## src/rtl/ozgun_ram_reader.sv

```systemverilog
// Streams a contiguous block-RAM address range onto a valid/ready output with a last-word marker.
// Read-only: owns the RAM address bus while busy, never writes.
module ozgun_ram_reader #(
    parameter int unsigned ADDR_WIDTH = 6,
    parameter int unsigned DATA_WIDTH = 128
) (
    input  logic                  clk,
    input  logic                  rst_n,
    input  logic                  start,
    input  logic [ADDR_WIDTH-1:0] base_addr,
    input  logic [ADDR_WIDTH:0]   length,
    output logic                  busy,
    output logic                  done,
    output logic [ADDR_WIDTH-1:0] mem_addr,
    output logic                  mem_we,
    input  logic [DATA_WIDTH-1:0] mem_rdata,
    output logic [DATA_WIDTH-1:0] out_data,
    output logic                  out_valid,
    input  logic                  out_ready,
    output logic                  out_last
);

    typedef enum logic [1:0] {
        IDLE,
        STREAM,
        FLUSH,
        DONE
    } state_t;

    state_t                state;
    logic [ADDR_WIDTH:0]   remaining;
    logic                  load_c;

    // Output register may be refilled when empty or drained this cycle
    assign load_c = !out_valid || out_ready;
    assign busy   = (state != IDLE);
    assign mem_we = 1'b0;

    // mem_addr doubles as the read pointer; it wraps modulo the address space.
    // A zero-length transfer spends one silent cycle in DONE before pulsing done.
    always_ff @(posedge clk or negedge rst_n) begin
        if (!rst_n) begin
            state     <= IDLE;
            mem_addr  <= '0;
            remaining <= '0;
            out_data  <= '0;
            out_valid <= 1'b0;
            out_last  <= 1'b0;
            done      <= 1'b0;
        end else begin
            case (state)
                IDLE: begin
                    done <= 1'b0;
                    if (start) begin
                        if (length != '0) begin
                            mem_addr  <= base_addr;
                            remaining <= length;
                            state     <= STREAM;
                        end else begin
                            state <= DONE;
                        end
                    end
                end
                STREAM: begin
                    if (load_c) begin
                        out_data  <= mem_rdata;
                        out_valid <= 1'b1;
                        out_last  <= (remaining == (ADDR_WIDTH+1)'(1));
                        mem_addr  <= mem_addr + ADDR_WIDTH'(1);
                        remaining <= remaining - (ADDR_WIDTH+1)'(1);
                        if (remaining == (ADDR_WIDTH+1)'(1)) begin
                            state <= FLUSH;
                        end
                    end
                end
                FLUSH: begin
                    if (out_ready) begin
                        out_valid <= 1'b0;
                        out_last  <= 1'b0;
                        done      <= 1'b1;
                        state     <= DONE;
                    end
                end
                DONE: begin
                    if (done) begin
                        done  <= 1'b0;
                        state <= IDLE;
                    end else begin
                        done <= 1'b1;
                    end
                end
                default: begin
                    state <= IDLE;
                end
            endcase
        end
    end

endmodule

```

## config.mk

```make
export PLATFORM = sky130hd
export DESIGN_NAME = ozgun_ram_reader
export DESIGN_NICKNAME = d
export VERILOG_FILES = /design/src/rtl/ozgun_ram_reader.sv
export SDC_FILE = /design/constraint.sdc
export NUM_CORES = 1
export LEC_CHECK = 0
export BUFFER_PORTS_ARGS = -buffer_cell sky130_fd_sc_hd__buf_4
export CAP_MARGIN = 20
export CORE_MARGIN = 5
export CORE_UTILIZATION = 40
export DETAILED_ROUTE_END_ITERATION = 10
export GPL_ROUTABILITY_DRIVEN = 0
export PLACE_DENSITY_LB_ADDON = 0.1
export SYNTH_ARGS = -nofsm -noshare
export SYNTH_HDL_FRONTEND = slang
export SYNTH_SLANG_ARGS = --single-unit
```

## constraint.sdc

```tcl
create_clock -name clk -period 1.8 [get_ports clk]
set_clock_uncertainty 0.05 [all_clocks]
set_input_delay 0.18 -clock clk [delete_from_list [all_inputs] [get_ports clk]]
set_output_delay 0.18 -clock clk [all_outputs]
set_load 0.01 [all_outputs]
```

* Word level (Yosys, flattened, before mapping)
Cells that the tools add are included.
** Cells by class
- $add $sub $neg :: 2
- Equality and inequality tests :: 10
- Muxes and demuxes :: 23
- Reduce and logical (&&, ||, !) cells :: 13
** Operators by type and width (number)
- $mux 7 :: 3
- $mux 6 :: 3
- $pmux 7 s2 :: 1
- $mux 2 :: 6
- $ne 2x2->1 const B :: 6
- $pmux 6 s2 :: 1
- $pmux 2 s4 :: 1
- $eq 7x1->1 const B :: 1
- $reduce_bool 7->1 :: 1
- $sub 7x1->7 const B :: 1
- $add 6x1->6 const B :: 1
- $reduce_bool 2->1 :: 3
- $mux 1 :: 5
- $reduce_and 5->1 :: 1
- $eq 2x2->1 const B :: 2
- $pmux 1 s2 :: 2
- $reduce_and 2->1 :: 2
- $reduce_and 4->1 :: 1
- $pmux 1 s3 :: 1
- $reduce_and 3->1 :: 1
- $reduce_bool 3->1 :: 1
- $eq 2x1->1 const B :: 1
- $logic_not 2->1 :: 1
- $logic_not 1->1 :: 1
- $logic_or 1x1->1 :: 1
** Word-level totals
- Bits in registers :: 146
- Input port bits :: 145
- Output and inout port bits :: 139
- Logic and storage cells :: 55

* Logic depth before layout (Yosys ltp)
- Depth in word-level cells :: 4
- Mapped depth :: 7
- Mapped depth without buffers :: 6

* Least setup slack after synthesis
Ideal clock, no wire load.
- Path type :: reg-to-reg
- From :: register state[0]
- To :: register remaining[0]
- Library setup time :: 0.121 ns
- Arrival :: 1.611 ns
- Data required time :: 1.629 ns
- Setup slack :: 0.018 ns
- Cell stages (with the launch flop) :: 7
- Path buffers :: 0
- Period minus slack after synthesis :: 1.782 ns
- Cells stage by stage :: dfrtp_1 inv_1 ha_1 nor4b_2 a211oi_1 o21ai_0 a22o_1
** On the way
- Longest elaborated chain between the ends :: 3
- Elaborated cells between the ends (all ways) :: 8
- Classes of those cells :: eq/ne: 4; mux: 1; reduce/logical: 3
** RTL lines
- start, declared :: line 30 : state_t state;
- start signal, assigned :: line 43 : state <= IDLE;
- start signal, assigned :: line 58 : state <= STREAM;
- start signal, assigned :: line 60 : state <= DONE;
- $eq 2x1->1 or $logic_not 2->1 (tied branches) :: line 51 : case (state)
- $ne 2x2->1 (no line) or $reduce_bool 2->1 (tied branches)
- $reduce_and 4->1 (no line)
- end signal, assigned :: line 57 : remaining <= length;
- end signal, assigned :: line 70 : remaining <= remaining - (ADDR_WIDTH+1)'(1);
- end, declared :: line 31 : logic [ADDR_WIDTH:0] remaining;
Parallel ways exist; a longest one is shown, timed or not.
A chain may end at the register's enable or synchronous reset.

* Worst setup path after layout
- From :: register state[1]
- To :: register mem_addr[4]
** On the way
- Longest elaborated chain between the ends :: 3
- Elaborated cells between the ends (all ways) :: 8
- Classes of those cells :: eq/ne: 4; mux: 1; reduce/logical: 3
** RTL lines
- $eq 2x1->1 or $logic_not 2->1 (tied branches) :: line 51
- $ne 2x2->1 (no line) or $reduce_bool 2->1 (tied branches)
- $reduce_and 4->1 (no line)
- end signal, assigned :: line 56 : mem_addr <= base_addr;
- end signal, assigned :: line 69 : mem_addr <= mem_addr + ADDR_WIDTH'(1);
- end, declared :: line 14 : output logic [ADDR_WIDTH-1:0] mem_addr,
Parallel ways exist; a longest one is shown, timed or not.

==> parameters.txt <==
Parameter                              Value

Run status
  Outcome ... completed

Synthesis
  Cell type contributing the most total cell area after synthesis ... sky130_fd_sc_hd__dfrtp_1
  Seq cells post-synth ... about 150
  Synth top area share ... 0.611
  Mean cell area of the mapped netlist ... 14.6 sq um
  Number of distinct library cells after synthesis ... 44
  Synth warn ... 0
  Cell types with the largest area share after synthesis ... sky130_fd_sc_hd__dfrtp_1 61%, sky130_fd_sc_hd__mux2_2 21%, sky130_fd_sc_hd__mux2_1 3.0%, sky130_fd_sc_hd__ha_1 1.7%, sky130_fd_sc_hd__buf_2 1.3%
  Number of enable flip-flop cells after synthesis ... 0
  Post-Syn Instances ... around 410
  Area of the mapped netlist ... between 5000 and 6000 sq um
  Cell with the most instances after synthesis ... sky130_fd_sc_hd__dfrtp_1
  Post-synth net total ... approximately 560
  Leading post-synthesis cells by instance count ... 146 x sky130_fd_sc_hd__dfrtp_1, 112 x sky130_fd_sc_hd__mux2_2, 16 x sky130_fd_sc_hd__mux2_1, 15 x sky130_fd_sc_hd__buf_2, 13 x sky130_fd_sc_hd__a21oi_1
  Post-synthesis sequential area ratio ... 0.611
  Share of synthesized registers carrying an async set or reset ... 1.00
  Most used DFF post-synth ... sky130_fd_sc_hd__dfrtp_1

Final layout
  Area growth from synthesis to final layout ... 74.2%
  Share of post-route cells with drive strength above 1 ... 0.537
  Final design instance area without fill ... about 10000 sq um
  Total Nets Final ... 996

Critical path
  Worst-path maximum fanout ... 7
  Kind of start point of the critical path ... register
  Worst-path cell chain ... inv_2 -> ha_4 -> nor4b_4 -> a211oi_2 -> buf_4 -> a21oi_1 -> a21oi_1
  R2r setup slk ... approximately 0.055 ns
  Setup Crit Path Kind ... register to register
  Crit path DAT ... roughly 2.0 ns
  CP peak stage delay ... 0.40 ns
  Cell repeated most along the worst path ... sky130_fd_sc_hd__a21oi_1
  Capturing element type of the critical path ... register
  Worst-path cell with the longest stage delay ... sky130_fd_sc_hd__dfrtp_1
  Critical path required time ... 2.04 ns

Floorplanning
  Number of placement rows ... 44
  Overall die area ... around 17000 sq um
  Num ports ... roughly 280
  Core area ... approximately 15000 sq um
  Starting density of the core ... 0.410
  Chip height ... 132 um
  X dimension of the die ... roughly 130 um

Power and ir drop
  Total power draw ... 18.0 mW
  Power per cell area ... 1720 nW/um^2
  IR drop worst, VDD ... ~0.86 mV
  Leakage ... 4.91 nW

Clock tree
  H-tree levels ... 4
  Clock Tree Buf Depth ... 2
  Worst-skew pair later-pin latency ... slightly above 0.4 ns
  CTS sink cnt ... roughly 150
  Number of CTS-inserted buffers ... 17
  CTS clock-pin slew for the worst setup and hold paths ... approximately 0.06 ns
  Cell chosen for the clock root ... sky130_fd_sc_hd__clkbuf_16
  CTS tree ... yes

Detailed routing
  Number of remaining DRC errors ... 0
  Wire length per cell ... ~18 um
  Avg Vias per Cell ... 4.83
  Routed Antenna Nets ... 0
  Count of vias placed by the detailed router ... between 5000 and 6000
  Routed Wire Length ... 18600 um
  Pre-Repair DR Iteration Count ... 4
  Initial detailed-routing violation count ... between 150 and 200

GRT
  Via count of the first global-routing pass ... 5692
  Overflow left after global routing ... 0
  Global-route wire length before repair ... between 20000 and 30000 um
  Gr usage total ... 0.214
  Pin count of the biggest net entering global routing ... 45
  Initial antenna violation count ... 1

Place
  Number of input and output port buffers inserted ... roughly 280
  Dpl hpwl ... between 10000 and 15000 um
  Cell area after placement ... between 8000 and 9000 sq um
  Pre-CTS WS ... -0.214 ns

Min path
  Class of the most critical hold timing path ... primary input to register

STA
  Final worst path period share ... 0.970
  Count of final setup violators ... 0
  Timing-limited maximum frequency ... approximately 570 MHz
  Slew margin rel. ... 0.440
  Number of pins with negative max-slew slack in the final report ... 0
  Clock period minus final worst setup slack ... between 1.5 and 2 ns
  Crit path setup slack, layout ... 0.0547 ns
  Worst Tran Pin Value ... a little over 0.8 ns
  Setup repair after global routing missed its margin ... yes
  Number of failing hold endpoints at the final stage ... 0
  Worst hold-check slack ... a little under 0.03 ns

Run
  Max capacitance violation total ... 0
==> worst paths after layout <==
kind                                    from      endpoint  cells past startpoint
worst max-delay path                state[1]   mem_addr[4]                      7
min in group asynchronous              rst_n  out_data[26]                      2
max in group asynchronous              rst_n  out_data[93]                      3
worst min register to register  out_data[50]  out_data[50]                      1
worst min-delay path            base_addr[3]   mem_addr[3]                      3
worst max register to register      state[1]   mem_addr[4]                      7
==> final cells by class <==
class,count,area [sq um]
clock buffers,25,485
well taps,184,230
diodes,1,2.50
fillers,968,4170
flip-flops and latches,146,3650
repair buffers,435,3670
inverters,10,37.5
clock inverters,5,77.6
multi-input cells,233,2260
==> per-layer routing <==
| metal | up-vias | share of wire | GRT usage |
|---|---|---|---|
| li1 | 2338 | - | - |
| met1 | 2420 | 0.37 | 0.238 |
| met2 | 219 | 0.52 | 0.365 |
| met3 | 40 | 0.084 | 0.0828 |
| met4 | 0 | 0.031 | 0.0888 |
| met5 | - | 0 | 0 |
==> flip-flops by register name (all words and copies together) (netlist names) <==
signal / cells
done: 1
mem_addr: 6
out_data: 128
out_last: 1
out_valid: 1
remaining: 7
state: 2
==> cells in the final DEF (no fill, tap or decap), drive strengths merged, types with 3 or more instances in the layout <==
cell,count
buf,305
dfrtp,146
dlygate4sd3,130
mux2,128
clkbuf,25
a21oi,13
nor2,10
inv,10
ha,8
mux2i,7
nand2,7
nand3,6
o21ai,6
o22ai,5
nor2b,4
a21o,4
nand2b,3
nor3,3
==> cell families (layout without fill, tap and decap cells) <==
group	Yosys count	in the layout	share of synthesized area
buf+inv	30	475	0.0226
other cells	1	2	0.000627
fa+ha+maj	8	8	0.0167
compound gates	39	39	0.0477
simple gates	50	50	0.0487
flops	146	146	0.611
mux	135	135	0.253
==> power by group <==
group | total (mW) | internal (mW) | switching [mW]
clock | 3.38 | 2.13 | 1.25
combinational | 8.56 | 4.86 | 3.70
sequential | 6.01 | 5.00 | 1.01
total | 18.0 | 12.0 | 5.96
==> worst max-delay path: cells and delay by family, from the launching register on <==
kind / cells / cell delay [ns]
AOI/OAI and AO/OA: 3 / 0.33
adders and majority gates: 1 / 0.18
buffers and inverters: 2 / 0.34
DFF: 1 / 0.40
and+or+nand+nor: 1 / 0.33
==> metrics by stage <==
step | TNS (ns) | cells | utilization
after floorplan | 0 | 409 | -
after global placement | -0.513 | 875 | 0.580
after detailed placement | -1.37 | 875 | 0.580
after CTS | 0 | 1035 | 0.710
after global routing | -0.412 | 1039 | 0.714
final | 0 | 1039 | 0.714
==> what timing repair did <==
action                                 4_1_cts  5_1_grt
hold buffers                               130        0
pin swaps                                    0        6
resized for setup                            4       13
gates cloned                                 0        1
setup endpoints to repair                   13       15
endpoints found under the hold margin      218        0
buffers inserted                             0        2
Note: power is estimated with default switching activity, not from simulation.
